`src/rtl/cache_arbiter.sv`:
```
// Round-robin arbiter sharing one cache port between two requesters,
// with saturating per-requester attempt and hit counters.
module cache_arbiter #(
   parameter int ADDR_W = 15,
   parameter int CNT_W  = 14
) (
   input  logic              clk,
   input  logic              rst,
   input  logic              req0,
   input  logic              req1,
   input  logic              we0,
   input  logic              we1,
   input  logic [ADDR_W-1:0] addr0,
   input  logic [ADDR_W-1:0] addr1,
   output logic              done0,
   output logic              done1,
   output logic              hit0,
   output logic              hit1,
   input  logic              cache_ready,
   input  logic              cache_hit,
   output logic              cache_read,
   output logic              cache_write,
   output logic [ADDR_W-1:0] address,
   input  logic              stats_clr,
   output logic [CNT_W-1:0]  attempts0,
   output logic [CNT_W-1:0]  attempts1,
   output logic [CNT_W-1:0]  hits0,
   output logic [CNT_W-1:0]  hits1
);

   typedef enum logic [1:0] {
      S_IDLE,
      S_BUSY,
      S_DONE
   } state_t;

   state_t              r_state;
   state_t              w_state_nxt;
   logic                r_gnt;
   logic                r_last_gnt;
   logic                r_read;
   logic                r_write;
   logic [ADDR_W-1:0]   r_address;
   logic                r_done0;
   logic                r_done1;
   logic                r_hit0;
   logic                r_hit1;
   logic [CNT_W-1:0]    r_att0;
   logic [CNT_W-1:0]    r_att1;
   logic [CNT_W-1:0]    r_hcnt0;
   logic [CNT_W-1:0]    r_hcnt1;

   logic                w_any;
   logic                w_sel;
   logic                w_we;
   logic                w_gnt_nxt;
   logic                w_last_nxt;
   logic                w_read_nxt;
   logic                w_write_nxt;
   logic [ADDR_W-1:0]   w_addr_nxt;
   logic                w_done0_nxt;
   logic                w_done1_nxt;
   logic                w_hit0_nxt;
   logic                w_hit1_nxt;
   logic                w_inc;

   function automatic logic [CNT_W-1:0] sat_inc(
      input logic [CNT_W-1:0] v
   );
      return (&v) ? v : v + {{(CNT_W-1){1'b0}}, 1'b1};
   endfunction

   // On a tie, the requester that did not win last time gets the port
   assign w_any = req0 | req1;
   assign w_sel = (req0 & req1) ? ~r_last_gnt : req1;
   assign w_we  = w_sel ? we1 : we0;

   always_comb begin
      w_state_nxt = r_state;
      w_gnt_nxt   = r_gnt;
      w_last_nxt  = r_last_gnt;
      w_read_nxt  = r_read;
      w_write_nxt = r_write;
      w_addr_nxt  = r_address;
      w_done0_nxt = 1'b0;
      w_done1_nxt = 1'b0;
      w_hit0_nxt  = 1'b0;
      w_hit1_nxt  = 1'b0;
      w_inc       = 1'b0;
      unique case (r_state)
         S_IDLE: begin
            if (w_any) begin
               w_gnt_nxt   = w_sel;
               w_addr_nxt  = w_sel ? addr1 : addr0;
               w_read_nxt  = ~w_we;
               w_write_nxt = w_we;
               w_state_nxt = S_BUSY;
            end
         end
         S_BUSY: begin
            if (cache_ready) begin
               w_read_nxt  = 1'b0;
               w_write_nxt = 1'b0;
               w_done0_nxt = ~r_gnt;
               w_done1_nxt = r_gnt;
               w_hit0_nxt  = ~r_gnt & cache_hit;
               w_hit1_nxt  = r_gnt & cache_hit;
               w_last_nxt  = r_gnt;
               w_inc       = 1'b1;
               w_state_nxt = S_DONE;
            end
         end
         S_DONE: begin
            w_state_nxt = S_IDLE;
         end
         default: begin
            w_state_nxt = S_IDLE;
         end
      endcase
   end

   always_ff @(posedge clk or negedge rst) begin
      if (!rst) begin
         r_state    <= S_IDLE;
         r_gnt      <= 1'b0;
         r_last_gnt <= 1'b1;
         r_read     <= 1'b0;
         r_write    <= 1'b0;
         r_address  <= '0;
         r_done0    <= 1'b0;
         r_done1    <= 1'b0;
         r_hit0     <= 1'b0;
         r_hit1     <= 1'b0;
      end else begin
         r_state    <= w_state_nxt;
         r_gnt      <= w_gnt_nxt;
         r_last_gnt <= w_last_nxt;
         r_read     <= w_read_nxt;
         r_write    <= w_write_nxt;
         r_address  <= w_addr_nxt;
         r_done0    <= w_done0_nxt;
         r_done1    <= w_done1_nxt;
         r_hit0     <= w_hit0_nxt;
         r_hit1     <= w_hit1_nxt;
      end
   end

   // A clear in the same cycle as a completion takes priority
   always_ff @(posedge clk or negedge rst) begin
      if (!rst) begin
         r_att0  <= '0;
         r_att1  <= '0;
         r_hcnt0 <= '0;
         r_hcnt1 <= '0;
      end else if (stats_clr) begin
         r_att0  <= '0;
         r_att1  <= '0;
         r_hcnt0 <= '0;
         r_hcnt1 <= '0;
      end else if (w_inc) begin
         if (r_gnt) begin
            r_att1 <= sat_inc(r_att1);
            if (cache_hit) r_hcnt1 <= sat_inc(r_hcnt1);
         end else begin
            r_att0 <= sat_inc(r_att0);
            if (cache_hit) r_hcnt0 <= sat_inc(r_hcnt0);
         end
      end
   end

   assign done0       = r_done0;
   assign done1       = r_done1;
   assign hit0        = r_hit0;
   assign hit1        = r_hit1;
   assign cache_read  = r_read;
   assign cache_write = r_write;
   assign address     = r_address;
   assign attempts0   = r_att0;
   assign attempts1   = r_att1;
   assign hits0       = r_hcnt0;
   assign hits1       = r_hcnt1;

endmodule

```
`config.mk`:
```
export PLATFORM = sky130hd
export DESIGN_NAME = cache_arbiter
export DESIGN_NICKNAME = d
export VERILOG_FILES = /design/src/rtl/cache_arbiter.sv
export SDC_FILE = /design/constraint.sdc
export NUM_CORES = 1
export LEC_CHECK = 0
export BUFFER_PORTS_ARGS = -buffer_cell sky130_fd_sc_hd__clkbuf_2
export CAP_MARGIN = 25
export CORE_MARGIN = 2
export CORE_UTILIZATION = 55
export DETAILED_ROUTE_END_ITERATION = 7
export PLACE_DENSITY_LB_ADDON = 0.12
export SLEW_MARGIN = 30
export SYNTH_ARGS = -nofsm -noshare
export SYNTH_HDL_FRONTEND = slang
export SYNTH_SLANG_ARGS = --single-unit
export TNS_END_PERCENT = 50
```
`constraint.sdc`:
```
create_clock -name clk -period 3.2 [get_ports clk]
set_clock_uncertainty 0.15 [all_clocks]
set_input_delay 0.32 -clock clk [delete_from_list [all_inputs] [get_ports clk]]
set_output_delay 0.32 -clock clk [all_outputs]
set_load 0.005 [all_outputs]
```
# Word level (Yosys, flattened, before mapping)

Cells that the tools add are included.

Bitwise logic cells: 7
$add $sub $neg: 4
Reduce and logical (&&, ||, !) cells: 17
Mux-type cells: 39
Eq/ne operators: 8

Operators by type and width:

| operator              | number |
|---|---|
| $mux 14               | 18 |
| $add 14x1->14 const B | 4 |
| $reduce_and 14->1     | 4 |
| $mux 1                | 15 |
| $mux 15               | 1 |
| $ne 2x2->1 const B    | 7 |
| $reduce_and 3->1      | 3 |
| $reduce_and 4->1      | 2 |
| $reduce_bool 2->1     | 4 |
| $reduce_and 2->1      | 3 |
| $mux 2                | 2 |
| $pmux 1 s2            | 2 |
| $pmux 2 s2            | 1 |
| $and 1x1->1           | 3 |
| $not 1->1             | 3 |
| $eq 2x1->1 const B    | 1 |
| $logic_not 2->1       | 1 |
| $or 1x1->1            | 1 |

Register bits after elaboration: 81
Input port bits: 39
Logic and storage cells: 89

# Longest topological paths before layout

Depth after elaboration: 6
Depth in mapped cells: 8
Mapped depth without buffers: 6

# Worst setup path after synthesis

Ideal clock, no wire load.

Kind: reg2reg
From: register r_state[1]
To: register r_hcnt1[11] (netlist: hits1[11])
Slack: 1.169 ns
Clock period less this slack: 2.031 ns
Setup time: 0.078 ns
Arrival: 1.803 ns
Cell stages (with the launch flop): 6
Path buffers: 1
Cells stage by stage: dfrtp_1 nand4b_1 or4_1 buf_2 or4_1 a21oi_1

Longest elaborated chain between the ends: 4

Ends and longest elaborated chain:

| item                        | line | text |
|---|---|---|
| from (decl)                 | 37   | `state_t r_state;` |
| from (signal assigned)      | 135  | `r_state <= w_state_nxt;` |
| $eq 2x1->1                  | 90   | `unique case (r_state)` |
| $mux 1                      | 90   |  |
| $reduce_bool 2->1 (no line) | --   |  |
| $reduce_and 4->1 (no line)  | --   |  |
| to (signal assigned)        | 163  | `if (cache_hit) r_hcnt1 <= sat_inc(r_hcnt1);` |
| to (decl)                   | 51   | `logic [CNT_W-1:0] r_hcnt1;` |

No other way between the ends.
A chain may end at the register's enable or synchronous reset.

# Final worst setup path

From: register r_state[1]
To: register r_hcnt0[10] (netlist: hits0[10])

Longest elaborated chain between the ends: 4

Ends and longest elaborated chain:

| item                        | line | text |
|---|---|---|
| $eq 2x1->1                  | 90   |  |
| $mux 1                      | 90   |  |
| $reduce_bool 2->1 (no line) | --   |  |
| $reduce_and 4->1 (no line)  | --   |  |
| to (signal assigned)        | 166  | `if (cache_hit) r_hcnt0 <= sat_inc(r_hcnt0);` |
| to (decl)                   | 50   | `logic [CNT_W-1:0] r_hcnt0;` |

No other way between the ends.

==> run summary <==
Setup Total Neg Slack: 0 ps
Detailed Place HPWL: 6.92 mm
Non-filler cells, final: 658
Synth top area share: 47.5%
Tcrit/Tclk final: 73.5%
Post-route antenna net violation count: 0
Gate power share: 20.6%
Post-synth ARST share: 100%
Initial DRC count: 281
# DRC: 0
Rows: 31
Synthesized cell area: 4220 um^2
Clock power share: 29.1%
Cell accounting for the most synthesized area: dfrtp_1
CP required: 3320 ps
Sequential share of power: 50.3%
Number of antenna violations at the first check in global routing: 0
Root Buffer: clkbuf_8
Final setup fails: 0
Initial core utilization: 57.5%
Post-synth cell types: 50
EDFF count, synth: 0
Reg2reg setup slack: 850 ps
Fraction of layout cells with a size suffix above 1: 27.2%
PwrDens: 496 nW/um^2
Net Sw Power: 758 uW
Vias in the first global route: 3521
DR pass1 iterations: 5
Port Buf Inserts: 115
Total Nets Final: 597
Reg2Reg Depth: 6
Total GRT Usage: 24.9%
Finished Cell Area: 5070 um^2
Internal power: 1760 uW
Slew @ Worst Pin: 923 ps
Die width: 91.5 um
Worst setup path startpoint: r_state[1]$_DFFE_PN0P_
Hold_ws: 53.9 ps
Fin. max-slew vios: 0
Status: completed
Worst-path fanout max: 18
Vias/cell: 5.96
Top-count cell post-synth: dfrtp_1
Die height: 91.5 um
RePlAce Congestion: 0.822
Dpl cells: 641
Critical Path End Type: register
CTS tree: built
Area growth syn-to-layout: 20.4%
Largest net degree at the start of global routing: 82
Gr ovfl total: 0
Routed wire length: 10.0 mm
Max Freq: 0.425 GHz
Io pins: 116
Syn Area/Cell: 9.52 um^2
Seq/Total Area, Yosys: 48.1%
H-tree levels: 3
RSZ-0062 raised after global routing: no
Syn Nets: 486
Max-cap violation count: 0
Hold endpoint: r_state[0]$_DFFE_PN0P_
Post-CTS Setup Repair Bufs: 0
CTS max path bufs: 2
Total core area: 7330 um^2
Synth cell count leaders: dfrtp_1 (80), nand2_1 (41), a21oi_1 (38)
Total die area: 8380 um^2
Cell Area, Placed: 4880 um^2
Critical Path Source Type: register
Vias: 3919
CTS Buf Count: 9
Critical path type: register to register
Yosys reg bits: 81
Leakage: 0.00225 uW
First-pass GRT wire length: 16.9 mm
FILL cells: 602
Routed WL per cell: 15.2 um
Post-synth top flop: dfrtp_1
Synth area leaders: dfrtp_1 (47%), a21oi_1 (4.5%), mux2i_1 (4.5%), o21ai_0 (4.0%), nand2_1 (3.7%)
Reg clk slew, reported paths: 80 ps
WHS Path Cells: 2
Final hold vios: 0
Critical R2R Launch: r_state[1]$_DFFE_PN0P_
VDD IR max: 0.000354 V
Hold Path Origin: cache_ready
Relative max-transition margin: 37.7%
Sw Share: 30.1%
Post-Synthesis Cells: 443
Antenna diode count: 0
Hold Crit Class: input pin to register
FF-to-FF End: hits0[10]$_DFFE_PN0P_
Crit path DAT: 2470 ps
Minimum clock period: 2350 ps
Worst skew pair latency: 350 ps
Clock sinks: 81
Warnings from Yosys: 0
[critical path, stage by stage, from the launching register on]
cell      delay, ps
dfrtp_1         380
nand2b_1        170
or3_1           420
clkinv_2        210
nand2_2         220
or4_1           540
a21oi_1         170
[kinds of logic (layout without fill, tap and decap cells)]
group / count (synthesis) / count (layout) / share of synthesized area, %
compound gates: 121 / 121 / 17.8
xor+xnor: 1 / 1 / 0.208
fa+ha+maj: 4 / 4 / 1.19
buf+inv: 36 / 152 / 3.50
flops: 81 / 81 / 48.1
mux: 26 / 26 / 6.38
simple gates: 174 / 174 / 22.8
[stage by stage]
stage / utilization [%] / setup slack, ps / total power [uW]
after floorplan: - / 1170 / 1570
after global placement: 66.5 / 955 / 1790
after detailed placement: 66.5 / 867 / 1810
after CTS: 69.2 / 867 / 2540
after global routing: 69.2 / 676 / 2670
final: 69.2 / 848 / 2520
[cell type report]
class	instances	area (um^2)	share of cell area, %
Inverter	15	57.6	1.13
Clock inverter	5	56.3	1.11
Multi-Input combinational cell	326	2050	40.3
Tap cell	99	124	2.44
Sequential cell	81	2030	40.0
Timing Repair Buffer	121	629	12.4
Clock buffer	11	131	2.59
[layer usage]
layer  GRT usage (%)  vias up  share of wire [%]
met3            5.39        9                7.3
met2            39.0      132                 47
li1                -     1906                  -
met5               0        -                  0
met1            34.1     1872                 44
met4            8.71        0                1.0
[layout by cell type, fill, tap and decap left out, drive strengths merged, types with 6 or more instances in the layout]
cell type / synthesis / routed
a21oi: 38 / 38
nor4: 7 / 7
nor3: 8 / 8
inv: 13 / 13
and4: 7 / 7
nand4: 15 / 15
nand3: 19 / 19
or3: 13 / 13
nor2: 20 / 20
o21ai: 35 / 35
mux2i: 19 / 19
or4: 20 / 20
o31ai: 20 / 20
buf: 5 / 6
clkbuf: 16 / 125
nand2: 42 / 42
mux2: 7 / 7
dfrtp: 80 / 80
[timing repair]
action / 4_1_cts / 5_1_grt
hold buffers: 1 / 0
gates resized for setup: 0 / 0
hold endpoints to repair: 80 / 0
[how the worst max path moves through the flow]
| stage | to | slack [ps] | cells after the start |
|---|---|---|---|
| after floorplan | hits1[11]$_DFFE_PN0P_ | 1170 | 5 |
| after global placement | hits0[12]$_DFFE_PN0P_ | 950 | 7 |
| after detailed placement | hits1[2]$_DFFE_PN0P_ | 870 | 5 |
| after CTS | hits0[10]$_DFFE_PN0P_ | 870 | 6 |
| after global routing | hits1[9]$_DFFE_PN0P_ | 680 | 5 |
| final | hits0[10]$_DFFE_PN0P_ | 850 | 6 |
[registers in the layout, indices dropped and copies added (netlist names), 2 cells and up]
register	count
attempts1	14
hits0	14
hits1	14
attempts0	14
address	15
r_state	2
[power by group through the flow]
stage | combinational [uW] | sequential, uW | clock, uW
floorplan | 290 | 1280 | 0
global placement | 511 | 1280 | 0
detailed placement | 529 | 1280 | 0
CTS | 527 | 1270 | 751
global route | 594 | 1280 | 793
finish | 518 | 1260 | 733
Note: power is estimated with default switching activity, not from simulation.
